**config.mk**
```make
export PLATFORM = sky130hd
export DESIGN_NAME = orion_uart_tx
export DESIGN_NICKNAME = d
export VERILOG_FILES = /design/src/rtl/orion_types.sv /design/src/rtl/orion_soc_types.sv /design/src/rtl/orion_sync_fifo.sv /design/src/rtl/orion_uart_tx.sv
export SDC_FILE = /design/constraint.sdc
export NUM_CORES = 1
export LEC_CHECK = 0
export ABC_CLOCK_PERIOD_IN_PS = 5500
export BUFFER_PORTS_ARGS = -buffer_cell sky130_fd_sc_hd__buf_2
export CAP_MARGIN = 25
export CORE_ASPECT_RATIO = 2
export CORE_MARGIN = 5
export CORE_UTILIZATION = 50
export CTS_CLUSTER_SIZE = 8
export DETAILED_ROUTE_END_ITERATION = 8
export PLACE_DENSITY = 0.8
export SYNTH_ARGS = -nofsm -noshare
export SYNTH_HDL_FRONTEND = slang
export SYNTH_HIERARCHICAL = 1
export SYNTH_SLANG_ARGS = --single-unit
```
**constraint.sdc**
```tcl
create_clock -name clk_i -period 5.5 [get_ports clk_i]
set_input_delay 0.275 -clock clk_i [delete_from_list [all_inputs] [get_ports clk_i]]
set_output_delay 0.275 -clock clk_i [all_outputs]
set_load 0.05 [all_outputs]
```
**src/rtl/orion_types.sv**
```systemverilog
// Core-wide bus widths shared by every data-memory responder in orion_soc.
package orion_types;

  localparam int ADDRW = 32;
  localparam int DATAW = 32;
  localparam int MASKW = DATAW / 8;

endpackage

```
**src/rtl/orion_soc_types.sv**
```systemverilog
// SoC-level constants: UART address map, STATUS bit layout and TX FSM states.
package orion_soc_types;

  import orion_types::*;

  // Base address the SoC decoder uses to select the UART
  localparam logic [ADDRW-1:0] UART_BASE_ADDR = 32'h1000_0000;

  // Register byte offsets inside the UART window
  localparam logic [3:0] UART_TXDATA  = 4'h0;
  localparam logic [3:0] UART_STATUS  = 4'h4;
  localparam logic [3:0] UART_BAUDDIV = 4'h8;
  localparam logic [3:0] UART_IRQEN   = 4'hC;

  // STATUS register bit positions
  localparam int STAT_FULL      = 0;
  localparam int STAT_EMPTY     = 1;
  localparam int STAT_BUSY      = 2;
  localparam int STAT_OVF       = 3;
  localparam int STAT_LEVEL_LSB = 8;
  localparam int STAT_LEVEL_MSB = 15;

  typedef enum logic [1:0] {
    IDLE  = 2'd0,
    START = 2'd1,
    DATA  = 2'd2,
    STOP  = 2'd3
  } uart_tx_state_e;

endpackage

```
**src/rtl/orion_sync_fifo.sv**
```systemverilog
// Single-clock FIFO with occupancy count; push is ignored when full and pop
// when empty, so callers may drive the strobes unconditionally.
module orion_sync_fifo #(
  parameter int DATAW = 8,
  parameter int DEPTH = 8
) (
  input  logic                     clk,
  input  logic                     rst,
  input  logic                     push,
  input  logic                     pop,
  input  logic [DATAW-1:0]         wr_data,
  output logic [DATAW-1:0]         rd_data,
  output logic                     full,
  output logic                     empty,
  output logic [$clog2(DEPTH):0]   level
);

  localparam int AW = $clog2(DEPTH);
  localparam logic [AW:0] FULL_LEVEL = (AW + 1)'(DEPTH);

  logic [DATAW-1:0] mem [DEPTH];
  logic [AW-1:0]    wr_ptr;
  logic [AW-1:0]    rd_ptr;
  logic             do_push;
  logic             do_pop;

  assign full    = (level == FULL_LEVEL);
  assign empty   = (level == '0);
  assign do_push = push & ~full;
  assign do_pop  = pop & ~empty;
  assign rd_data = mem[rd_ptr];

  // Storage array; contents need no reset since level gates every read
  always_ff @(posedge clk) begin
    if (do_push) begin
      mem[wr_ptr] <= wr_data;
    end
  end

  // Pointers wrap naturally at DEPTH; level tracks simultaneous push/pop
  always_ff @(posedge clk or posedge rst) begin
    if (rst) begin
      wr_ptr <= '0;
      rd_ptr <= '0;
      level  <= '0;
    end else begin
      if (do_push) begin
        wr_ptr <= wr_ptr + 1'b1;
      end
      if (do_pop) begin
        rd_ptr <= rd_ptr + 1'b1;
      end
      case ({do_push, do_pop})
        2'b10:   level <= level + 1'b1;
        2'b01:   level <= level - 1'b1;
        default: level <= level;
      endcase
    end
  end

endmodule

```
**src/rtl/orion_uart_tx.sv**
```systemverilog
// Memory-mapped 8N1 UART transmitter on the data-memory valid/resp bus.
// Optional interrupt (IRQEN register and irq_o port) is built only when the
// macro ORION_UART_IRQ_EN is defined.
module orion_uart_tx
  import orion_types::*;
  import orion_soc_types::*;
#(
  parameter int          FIFO_DEPTH  = 8,
  parameter logic [15:0] DEFAULT_DIV = 16'd867
) (
  input  logic             clk_i,
  input  logic             rst_i,
  input  logic [ADDRW-1:0] addr_i,
  input  logic [DATAW-1:0] wdata_i,
  input  logic [MASKW-1:0] mask_i,
  input  logic             we_i,
  input  logic             valid_i,
  output logic [DATAW-1:0] rdata_o,
  output logic             resp_o,
  output logic             tx_o
`ifdef ORION_UART_IRQ_EN
  ,
  output logic             irq_o
`endif
);

  localparam int LW = $clog2(FIFO_DEPTH) + 1;

  uart_tx_state_e state;
  uart_tx_state_e state_d;
  logic [15:0]    bit_cnt;
  logic [15:0]    bit_cnt_d;
  logic [2:0]     bit_idx;
  logic [2:0]     bit_idx_d;
  logic [7:0]     shift;
  logic [7:0]     shift_d;
  logic           tx_q;
  logic           tx_d;
  logic           busy;

  logic             resp_q;
  logic [DATAW-1:0] rdata_q;
  logic [DATAW-1:0] rd_mux;
  logic [15:0]      baud_div;
  logic             ovf;

  logic       accept;
  logic       wr_en;
  logic [3:0] reg_off;
  logic       push_req;
  logic       fifo_push;
  logic       fifo_pop;
  logic       ovf_set;
  logic       ovf_clr;
  logic       fifo_full;
  logic       fifo_empty;
  logic [LW-1:0] fifo_level;
  logic [7:0]    fifo_rd_data;

`ifdef ORION_UART_IRQ_EN
  logic irq_en;
  logic irq_q;
`endif

  // Only address bits [3:2] and the low data/mask lanes carry meaning here
  logic unused_bits;
  assign unused_bits = ^{addr_i[ADDRW-1:4], addr_i[1:0],
                         wdata_i[DATAW-1:16], mask_i[MASKW-1:2]};

  // A request is taken only when no response is outstanding
  assign accept  = valid_i & ~resp_q;
  assign wr_en   = accept & we_i;
  assign reg_off = {addr_i[3:2], 2'b00};

  // Full is judged before any same-cycle pop, so a full FIFO always drops
  assign push_req  = wr_en & (reg_off == UART_TXDATA) & mask_i[0];
  assign fifo_push = push_req & ~fifo_full;
  assign ovf_set   = push_req & fifo_full;
  assign ovf_clr   = wr_en & (reg_off == UART_STATUS) & mask_i[0] & wdata_i[STAT_OVF];

  orion_sync_fifo #(
    .DATAW (8),
    .DEPTH (FIFO_DEPTH)
  ) u_fifo (
    .clk     (clk_i),
    .rst     (rst_i),
    .push    (fifo_push),
    .pop     (fifo_pop),
    .wr_data (wdata_i[7:0]),
    .rd_data (fifo_rd_data),
    .full    (fifo_full),
    .empty   (fifo_empty),
    .level   (fifo_level)
  );

  // Register read mux; reads never change state
  always_comb begin
    rd_mux = '0;
    case (reg_off)
      UART_STATUS: begin
        rd_mux[STAT_FULL]  = fifo_full;
        rd_mux[STAT_EMPTY] = fifo_empty;
        rd_mux[STAT_BUSY]  = busy;
        rd_mux[STAT_OVF]   = ovf;
        rd_mux[STAT_LEVEL_MSB:STAT_LEVEL_LSB] = 8'(fifo_level);
      end
      UART_BAUDDIV: rd_mux[15:0] = baud_div;
`ifdef ORION_UART_IRQ_EN
      UART_IRQEN:   rd_mux[0] = irq_en;
`else
      UART_IRQEN:   rd_mux = '0;
`endif
      default:      rd_mux = '0;
    endcase
  end

  // One-cycle response strobe; read data is held at zero outside it
  always_ff @(posedge clk_i or posedge rst_i) begin
    if (rst_i) begin
      resp_q  <= 1'b0;
      rdata_q <= '0;
    end else begin
      resp_q  <= accept;
      rdata_q <= (accept & ~we_i) ? rd_mux : '0;
    end
  end

  // Overflow flag (a same-cycle set beats the clear) and byte-masked divisor
  always_ff @(posedge clk_i or posedge rst_i) begin
    if (rst_i) begin
      ovf      <= 1'b0;
      baud_div <= DEFAULT_DIV;
    end else begin
      if (ovf_set) begin
        ovf <= 1'b1;
      end else if (ovf_clr) begin
        ovf <= 1'b0;
      end
      if (wr_en && reg_off == UART_BAUDDIV) begin
        if (mask_i[0]) baud_div[7:0]  <= wdata_i[7:0];
        if (mask_i[1]) baud_div[15:8] <= wdata_i[15:8];
      end
    end
  end

`ifdef ORION_UART_IRQ_EN
  // Interrupt enable and level interrupt; a push this cycle drops it next cycle
  always_ff @(posedge clk_i or posedge rst_i) begin
    if (rst_i) begin
      irq_en <= 1'b0;
      irq_q  <= 1'b0;
    end else begin
      if (wr_en && reg_off == UART_IRQEN && mask_i[0]) begin
        irq_en <= wdata_i[0];
      end
      irq_q <= irq_en & fifo_empty & ~busy & ~fifo_push;
    end
  end

  assign irq_o = irq_q;
`endif

  // TX state register, bit timing counters, shift register and registered line
  always_ff @(posedge clk_i or posedge rst_i) begin
    if (rst_i) begin
      state   <= IDLE;
      bit_cnt <= '0;
      bit_idx <= '0;
      shift   <= '0;
      tx_q    <= 1'b1;
    end else begin
      state   <= state_d;
      bit_cnt <= bit_cnt_d;
      bit_idx <= bit_idx_d;
      shift   <= shift_d;
      tx_q    <= tx_d;
    end
  end

  // Next-state logic; the divisor is sampled only at each counter reload
  always_comb begin
    state_d   = state;
    bit_cnt_d = bit_cnt;
    bit_idx_d = bit_idx;
    shift_d   = shift;
    fifo_pop  = 1'b0;
    case (state)
      IDLE: begin
        if (!fifo_empty) begin
          fifo_pop  = 1'b1;
          shift_d   = fifo_rd_data;
          bit_cnt_d = baud_div;
          state_d   = START;
        end
      end
      START: begin
        if (bit_cnt == '0) begin
          bit_cnt_d = baud_div;
          bit_idx_d = '0;
          state_d   = DATA;
        end else begin
          bit_cnt_d = bit_cnt - 16'd1;
        end
      end
      DATA: begin
        if (bit_cnt == '0) begin
          bit_cnt_d = baud_div;
          shift_d   = {1'b0, shift[7:1]};
          if (bit_idx == 3'd7) begin
            state_d = STOP;
          end else begin
            bit_idx_d = bit_idx + 3'd1;
          end
        end else begin
          bit_cnt_d = bit_cnt - 16'd1;
        end
      end
      STOP: begin
        if (bit_cnt == '0) begin
          state_d = IDLE;
        end else begin
          bit_cnt_d = bit_cnt - 16'd1;
        end
      end
      default: state_d = IDLE;
    endcase
  end

  // Line level for the upcoming state, so tx_o is a clean flop output
  always_comb begin
    busy = (state != IDLE);
    tx_d = 1'b1;
    case (state_d)
      START:   tx_d = 1'b0;
      DATA:    tx_d = shift_d[0];
      default: tx_d = 1'b1;
    endcase
  end

  assign tx_o    = tx_q;
  assign resp_o  = resp_q;
  assign rdata_o = rdata_q;

endmodule

```
=== Word level (Yosys, flattened, before mapping) ===
Memories as Yosys holds them, arrays and structs flattened.
Cells that the tools add are included.

* Reduce and logical (&&, ||, !) cells: 16
* $add $sub $neg: 6
* Bitwise operators: 16
* Mux-type cells: 29
* Eq/ne operators: 16

{| class="wikitable"
|+ Operators with widths
! cell !! count
|-
| two-way mux 16 bit || 4
|-
| one-hot mux 16 bit (3 select lines) || 1
|-
| one-hot mux 8 bit (2 select lines) || 2
|-
| logical NOT 16 bit || 1
|-
| two-way mux 8 bit || 2
|-
| one-hot mux 4 bit (2 select lines) || 2
|-
| subtractor 16 x 1 -> 16 bit, second input constant || 1
|-
| AND 1 bit || 12
|-
| == test 2 bit, second input constant || 5
|-
| two-way mux 2 bit || 5
|-
| inequality test 2 bit, second input constant || 5
|-
| nonzero test 2 bit || 5
|-
| adder 3 x 1 -> 3 bit, second input constant || 3
|-
| two-way mux 3 bit || 3
|-
| == test 2 x 1 -> 1 bit, second input constant || 4
|-
| logical NOT 4 bit || 2
|-
| one-hot mux 2 bit (4 select lines) || 1
|-
| two-way mux 1 bit || 6
|-
| one-hot mux 3 bit (2 select lines) || 1
|-
| AND reduction 2 bit || 3
|-
| adder 4 x 1 -> 4 bit, second input constant || 1
|-
| == test 4 bit, second input constant || 1
|-
| two-way mux 4 bit || 1
|-
| inverter 1 bit || 4
|-
| 8 further kinds || 8
|}

* Input port bits: 72
* Word-level logic and storage cells: 98
* Flip-flop bits (word level): 74
* Output and inout bits: 34
* Bits in writable memories: 64
* Memories: 1

{| class="wikitable"
|+ Memory list
! name !! words !! bits a word !! rd ports !! clocked after Yosys merged registers in !! write ports !! RTL line !! text
|-
| u_fifo.mem || 8 || 8 || 1 || 0 || 1 || orion_sync_fifo.sv:21 || <nowiki>logic [DATAW-1:0] mem [DEPTH];</nowiki>
|}

=== Longest topological paths before layout ===
Gate-level depths: netlist of the first run.

* Word-level depth: 9
* Mapped depth: 12
* Depth with buffers taken out: 11

=== By module ===
The synthesis of the first run kept the hierarchy.

{| class="wikitable"
|+ By module, submodules not included
! module !! cells an instance !! area an instance (um^2) !! times used
|-
| orion_uart_tx || 318 || 3329.4 || 1
|-
| orion_sync_fifo || 161 || 3135.5 || 1
|}

=== Worst setup path before layout of the first run ===
Ideal clock, no wire load.

* Path type: reg2reg
* Start: register u_fifo.level[0]
* End: register u_fifo.level[3]
* Clock period less this slack: 3.230 ns
* Data arrival time: 3.096 ns
* Setup time: 0.134 ns
* Cell stages (with the launch flop): 11
* Path slack: 2.270 ns
* Cell sequence: dfrtp_1 nor4_1 nor2_1 clkbuf_1 o41ai_2 inv_1 ha_1 ha_1 or4b_2 o311ai_0 o211ai_1

* Longest elaborated chain between the ends: 6
* Elaborated cells between the ends (all ways): 15
* Those cells by class: add/sub (2); eq/ne (3); mux (3); bitwise (5); reduce/logical (2)

{| class="wikitable"
|+ RTL lines
! item !! RTL line !! text
|-
| start: declaration || orion_sync_fifo.sv:15 || <nowiki>output logic [$clog2(DEPTH):0] level</nowiki>
|-
| start signal: assignment || orion_sync_fifo.sv:54 || <nowiki>2'b10: level <= level + 1'b1;</nowiki>
|-
| start signal: assignment || orion_sync_fifo.sv:55 || <nowiki>2'b01: level <= level - 1'b1;</nowiki>
|-
| start signal: assignment || orion_sync_fifo.sv:56 || <nowiki>default: level <= level;</nowiki>
|-
| logical NOT 4 bit (*) || orion_sync_fifo.sv:28 || <nowiki>assign empty = (level == '0);</nowiki>
|-
| net fifo_empty || orion_uart_tx.sv:56 || <nowiki>logic fifo_empty;</nowiki>
|-
| two-way mux 1 bit (*) || orion_uart_tx.sv:189 || <nowiki>if (!fifo_empty) begin</nowiki>
|-
| two-way mux 1 bit (*) || orion_uart_tx.sv:187 || <nowiki>case (state)</nowiki>
|-
| net fifo_pop || orion_uart_tx.sv:52 || <nowiki>logic fifo_pop;</nowiki>
|-
| AND 1 bit (*) || orion_sync_fifo.sv:30 || <nowiki>assign do_pop = pop & ~empty;</nowiki>
|-
| net u_fifo.do_pop || orion_sync_fifo.sv:25 || <nowiki>logic do_pop;</nowiki>
|-
| == test 2 x 1 -> 1 bit or == test 2 bit (tied branches) || orion_sync_fifo.sv:53 || <nowiki>case ({do_push, do_pop})</nowiki>
|-
| one-hot mux 4 bit (2 select lines) or nonzero test 2 bit (tied branches) || -- ||
|}

Mark *: on every way through the listed nets, which the timed path passes. The rest lies on a longest branch.
A chain may end at the register's enable or synchronous reset.

=== Worst setup path in the final report of the first run ===
* Start: register state[0]
* End: register u_fifo.level[3]

* Longest elaborated chain between the ends: 5
* Elaborated cells between the ends (all ways): 7
* Those cells by class: eq/ne (2); mux (2); bitwise (1); reduce/logical (2)

{| class="wikitable"
|+ RTL lines
! item !! RTL line !! text
|-
| start: declaration || orion_uart_tx.sv:29 || <nowiki>uart_tx_state_e state;</nowiki>
|-
| start signal: assignment || orion_uart_tx.sv:172 || <nowiki>state <= state_d;</nowiki>
|-
| logical NOT 2 bit (*) || orion_uart_tx.sv:187 ||
|-
| two-way mux 1 bit (*) || orion_uart_tx.sv:187 ||
|-
| AND 1 bit (*) || orion_sync_fifo.sv:30 ||
|-
| net u_fifo.do_pop || orion_sync_fifo.sv:25 ||
|-
| == test 2 x 1 -> 1 bit or == test 2 bit (tied branches) || orion_sync_fifo.sv:53 ||
|-
| one-hot mux 4 bit (2 select lines) or nonzero test 2 bit (tied branches) || -- ||
|}

Marks and branches as above.

==> results of run 1 <==
-- metal layers --
metal  wire length (um)  up-vias  global-route usage, %
li1                   -     1886                      -
met4                566        0                   10.4
met3                571       44                   4.14
met2               8210      153                   36.7
met1               4600     2072                   16.7
met5                  0        -                      0
-- per-stage QoR --
step | instance area [um^2] | setup WS (ns) | util (%) | instances | power [mW]
after floorplan | 6520 | 2.27 | - | 494 | 2.61
after global placement | 6710 | 2.01 | 53.1 | 654 | 2.81
after detailed placement | 6710 | 1.86 | 53.1 | 654 | 2.91
after CTS | 7310 | 1.82 | 57.9 | 687 | 4.05
after global routing | 7310 | 1.60 | 57.9 | 687 | 4.25
final | 7310 | 1.81 | 57.9 | 687 | 4.06
-- cells by family (layout without fill, tap and decap cells) --
group	after synthesis	after routing	synth area share, %
buffers and inverters	54	97	4.80
multiplexers	46	46	11.7
XOR/XNOR	6	6	0.813
AND/OR/NAND/NOR	127	127	10.7
adder cells (fa/ha/maj)	16	16	3.21
flip-flops	138	138	58.5
other	1	16	0.0580
AO/OA/AOI/OAI	91	91	10.2
-- how the worst max path moves through the flow --
stage,start,to,slack (ns)
floorplan,u_fifo/level[0],u_fifo/level[3],2.27
global placement,state[0],u_fifo/level[3],2.01
detailed placement,state[0],u_fifo/level[3],1.86
CTS,state[0],u_fifo/level[3],1.82
global route,state[0],u_fifo/level[3],1.60
finish,state[0],u_fifo/level[3],1.81
-- Yosys cell counts, drive strengths merged (12+ instances only) --
cell	number	area [um^2]
dfrtp	67	1680
edfxtp	64	1920
nor2	43	169
buf	27	209
mux2	27	304
nand2	22	87.6
o21ai	21	109
inv	18	67.6
a21oi	17	88.8
mux4	16	420
ha	15	188
nand3	12	60.1
-- cell type report --
cell class,count,area (um^2)
clock buffers,17,425
clock inverters,15,163
fillers,972,5320
inverters,18,67.6
multi-input cells,302,2430
flip-flops and latches,138,3780
well taps,150,188
repair buffers,47,253
-- sequential cells by signal, indices dropped and copies added, names as in the netlist, 2 cells and up --
register and flops:
u_fifo/mem 64, baud_div 16, bit_cnt 16, rdata_o 16
shift 8, u_fifo/level 4, bit_idx 3, u_fifo/rd_ptr 3
u_fifo/wr_ptr 3, state 2
-- power by group through the flow --
stage	Sequential [mW]	Combinational, mW	Clock [mW]
finish	1.50	1.43	1.13
global route	1.52	1.54	1.19
CTS	1.49	1.42	1.14
detailed placement	1.51	1.40	0
global placement	1.49	1.32	0
floorplan	1.42	1.20	0
==> run summary, run 1 <==
status: finished, final reports clean
Post-CTS Hold Buffers: 1
area added between synthesis and finish: 13.0%
hold path start: wdata_i[14]
critical path, cell by cell: inv_1, ha_1, inv_1, nor2_1, buf_4, o41ai_2, inv_1, ha_1, ha_1, or4b_2, o311ai_0, o211ai_1
slowest cell delay on critical path: 0.61 ns
Clock Skews: 0.00464 ns
ys flop type: dfrtp_1
post-route ant nets: 0
crit path capture type: flop
# H-tree levels: 4
HP Class: input port to flop
Tcrit/Tclk final: 67.2%
DR WL/cell: 20.3 um
number of synthesized register bits: 138
max-cap viol count: 0
initial antenna violation count: 0
WS Path Type: flop to flop
CTS Buf Count: 17
worst reg2reg path startpoint: state[0]
most frequent cells in the layout: dfrtp_1 (67), edfxtp_1 (64), nor2_1 (42), buf_2 (41), mux2_2 (27)
number of detailed-route iterations in the first pass: 5
Reg power frac: 36.9%
die area: 15,400 um^2
hold slack: 0.0900 ns
R2R Setup Slk: 1.81 ns
total setup buffers inserted after CTS: 0
share of cells above drive strength 1: 24.0%
Final HPWL DP: 10.2 mm
layout net count: 612
Hold Violations, Final: 0
# clock sinks: 138
CTS tree: built
DR vias: 4,155
Internal Pwr Total: 2.55 mW
DRT Wirelength: 14.0 mm
WP data required: 5.79 ns
fin crit period: 3.69 ns
clock latency on the worst-skew pair: 0.42 ns
Max IR drop VDD: 0.337 mV
GRT Total Usage: 18.5%
Crit-path slowest cell: or4b_2
asr flop ratio synth: 53.6%
FMAX: 0.271 GHz
total gr overflow: 0
hold path depth: 2
vias in the first global route: 4,369
Critical Path Stages: 12
crit-path leading delay family: adder cells
Vias/cell: 6.05
Reg clk slew, reported paths: 0.06 ns
Cell Rows: 58
Setup violations, final: 0
Crit path arrival time: 3.99 ns
Initial Utilization: 51.2%
P_sw: 1.50 mW
largest net degree at the start of global routing: 65
number of distinct library cells after synthesis: 71
Residual DRC: 0
Max transition margin: 30.4%
buffers plus inverters on the worst setup path: 4
deepest clock path buffer count: 2
core area: 12,600 um^2
Clock Power Share: 28.0%
fin. max-slew vios: 0
Register-to-Register Path Depth: 12
Synth Area per Inst: 13.5 um^2
pin slew with the least headroom to its limit: 1.03 ns
placer's final routability congestion estimate: 0.963
worst hold endpoint: baud_div[14]
ant diodes: 0
num ports: 106
worst-path fanout max: 14
Power Density: 555 nW/um^2
FF-to-FF End: u_fifo/level[3]
clock root buffer: clkbuf_16
I/O Buffers: 41
EDFF count, synth: 64
first-pass GRT wire length: 22.0 mm
Sw Share: 37.1%
yosys warns: 6
leakage power: 3.00 nW
startpoint types: flop
chip height: 171 um
Die X: 90.4 um
RSZ-0062 raised after global routing: false
post-synthesis cell area: 6460 um^2
final setup TNS: 0 ns
most common cell after layout, fill and taps aside: dfrtp_1
sequential fraction of the synthesis area: 58.5%
combinational share of power: 35.2%
Iteration-0 DRC Markers: 227
post_cts resized: 0
synthesized instance count: 479
(Power assumes the default switching activity.)
==> inputs of run 2 (changes only) <==
--- a/config.mk
+++ b/config.mk
@@ -5,7 +5,7 @@
 export SDC_FILE = /design/constraint.sdc
 export NUM_CORES = 1
 export LEC_CHECK = 0
-export ABC_CLOCK_PERIOD_IN_PS = 5500
+export ABC_CLOCK_PERIOD_IN_PS = 3670
 export BUFFER_PORTS_ARGS = -buffer_cell sky130_fd_sc_hd__buf_2
 export CAP_MARGIN = 25
 export CORE_ASPECT_RATIO = 2
==> constraint.sdc (replaced) <==
create_clock -name clk_i -period 3.67 [get_ports clk_i]
set_input_delay 0.1835 -clock clk_i [delete_from_list [all_inputs] [get_ports clk_i]]
set_output_delay 0.1835 -clock clk_i [all_outputs]
set_load 0.05 [all_outputs]
==> run 2 against run 1 <==
Clock power is 42% higher. First-iteration DRC count is 4.4% lower. Cell area is 0.72% higher. Setup slack worse by 1.2 ns. Die area stayed put. Sequential power is 47% higher. Wire length is 0.72% lower. Sequential share of layout area is 0.37 points lower. Flip-flop and latch count stayed put. Power is 48% higher. Non-clock buffer count is 9 higher. Largest cell class unchanged.
==> run summary, run 2 (synthesis gave the netlist of run 1 again) <==
Reg clk slew, reported paths: 0.06 ns (about the same)
post-route ant nets: 0 (unchanged)
DR WL met2: 7.94 mm (-3.3%)
worst reg2reg path startpoint: u_fifo/level[0]
DR vias: 4,214 (+1.4%)
Die X: 90.4 um (unchanged)
final setup TNS: 0 ns (unchanged)
final instance area: 7360 um^2 (+0.72%)
die area: 15,400 um^2 (unchanged)
FMAX: 0.323 GHz (+20%)
M1 wire length: 4.61 mm (+0.13%)
Tcrit/Tclk final: 84.2% (+17 points)
FF-to-FF End: u_fifo/level[3]
Cell Rows: 58 (unchanged)
Max transition margin: 36.9% (+6.6 points)
Placed Area: 6730 um^2 (+0.34%)
worst hold endpoint: baud_div[10]
most frequent cells in the layout: dfrtp_1 (67), edfxtp_1 (64), nor2_1 (42), buf_2 (41), mux2_2 (27)
largest net degree at the start of global routing: 43 (-34%)
status: finished, final reports clean
most common cell after layout, fill and taps aside: dfrtp_1
worst-path fanout max: 9 (-5)
hold path depth: 2 (unchanged)
core area: 12,600 um^2 (unchanged)
Clock Skews: 0.00813 ns (+0.00349 ns)
critical path, cell by cell: or4b_4, inv_1, nor2_1, nand2_2, ha_1, ha_1, or4b_2, o311ai_0, o211ai_1
share of cells above drive strength 1: 24.4% (+0.34 points)
# H-tree levels: 4 (unchanged)
CTS Buf Count: 17 (unchanged)
GRT Total Usage: 18.6% (+0.12 points)
I/O Buffers: 41 (unchanged)
leakage power: 3.04 nW (+1.2%)
initial antenna violation count: 0 (unchanged)
crit-path leading delay family: simple AND/OR/NAND/NOR gates
deepest clock path buffer count: 2 (unchanged)
# clock sinks: 138 (unchanged)
Reg with most FFs: u_fifo/mem
multi-input logic area: 2430 um^2 (unchanged)
fin. max-slew vios: 0 (unchanged)
Crit path arrival time: 3.39 ns (-0.60 ns)
pin slew with the least headroom to its limit: 0.940 ns (-0.0954 ns)
hold path start: wdata_i[10]
Register-to-Register Path Depth: 9 (-3)
highest routed layer: met4
first-pass GRT wire length: 22.2 mm (+1.2%)
number of flip-flops under the largest register name: 64 (unchanged)
Hold Violations, Final: 0 (unchanged)
max-cap viol count: 0 (unchanged)
DRT Wirelength: 13.8 mm (-0.72%)
area added between synthesis and finish: 13.8%
Max IR drop VDD: 0.555 mV (+65%)
Crit-path slowest cell: or4b_4
R2R Setup Slk: 0.58 ns (-1.23 ns)
placer's final routability congestion estimate: 0.906 (-6.0%)
ant diodes: 0 (unchanged)
Iteration-0 DRC Markers: 217 (-4.4%)
DR WL/cell: 19.9 um (-2.0%)
Reg area: 3780 um^2 (unchanged)
HP Class: input port to flop
buffers plus inverters on the worst setup path: 1 (-3)
Initial Utilization: 51.2% (unchanged)
clock root buffer: clkbuf_16
fin crit period: 3.09 ns (-0.603 ns)
post_cts resized: 0 (unchanged)
Final HPWL DP: 10.1 mm (-0.37%)
layout net count: 621 (+1.5%)
slowest cell delay on critical path: 0.63 ns (+0.02 ns)
Setup violations, final: 0 (unchanged)
WS Path Type: flop to flop
vias in the first global route: 4,393 (+0.55%)
metal3 WL: 576 um (+0.88%)
filler instances: 1,000 (+2.9%)
most used cell, CP: ha_1
num ports: 106 (unchanged)
number of detailed-route iterations in the first pass: 5 (unchanged)
total setup buffers inserted after CTS: 0 (unchanged)
CTS tree: built
Residual DRC: 0 (unchanged)
Vias/cell: 6.05 (+0.11%)
crit path capture type: flop
WP data required: 3.97 ns (-1.82 ns)
startpoint types: flop
chip height: 171 um (unchanged)
Post-CTS Hold Buffers: 7 (+6)
total gr overflow: 0 (unchanged)
Power Density: 816 nW/um^2 (+47%)
clock latency on the worst-skew pair: 0.42 ns (about the same)
RSZ-0062 raised after global routing: false
[run 2: cell types whose count changed in the layout (fill, tap and decap cells not counted)]
cell	change
bufinv_16	-2
clkinvlp_4	-3
clkinvlp_2	+1
buf_4	+3
inv_8	+3
inv_6	-3
clkinv_4	+5
clkinv_1	-1
dlygate4sd3_1	+6
[run 2: area by class of cell]
cell class	count	area share, %
flip-flops and latches	138	51.4
multi-input cells	302	33.0
clock buffers	17	5.78
repair buffers	56	4.56
well taps	150	2.55
clock inverters	15	1.80
inverters	18	0.918
[run 2: per-layer routing]
layer	GRT usage (%)	vias to the layer above
li1	-	1904
met1	17.3	2125
met4	12.6	0
met2	35.7	139
met3	3.70	46
met5	0	-
[run 2: how the worst max path moves through the flow]
stage | start | endpoint | cells past startpoint
CTS | u_fifo/level[0] | u_fifo/level[3] | 9
detailed placement | u_fifo/level[0] | u_fifo/level[3] | 9
global placement | u_fifo/level[0] | u_fifo/level[3] | 9
global route | resp_o | u_fifo/level[3] | 10
finish | u_fifo/level[0] | u_fifo/level[3] | 9
floorplan | u_fifo/level[0] | u_fifo/level[3] | 10
[run 2: power by group]
part	total [mW]	switching, mW	internal, mW	leakage, nW
registers	2.21	0.320	1.89	1.52
logic	2.20	1.24	0.954	1.25
clock network	1.60	0.713	0.887	0.267
total	6.00	2.28	3.73	3.04
[run 2: worst register-to-register path: cells and delay by family (launching register included)]
kind                       cells  cell delay [ns]
and+or+nand+nor                4             1.47
buffers and inverters          1             0.12
AOI/OAI and AO/OA              2             0.24
adders and majority gates      2             0.67
DFF                            1             0.49
[run 2: through the flow]
step | cells | util, % | hold WS [ns] | power [mW] | worst slack, ns
after floorplan | 494 | - | 0.0237 | 3.91 | 0.440
after global placement | 657 | 53.3 | 0.193 | 4.25 | 0.677
after detailed placement | 657 | 53.3 | 0.208 | 4.38 | 0.578
after CTS | 696 | 58.3 | 0.000832 | 6.00 | 0.565
after global routing | 696 | 58.3 | 0.000620 | 6.32 | 0.416
final | 696 | 58.3 | 0.0138 | 6.00 | 0.578
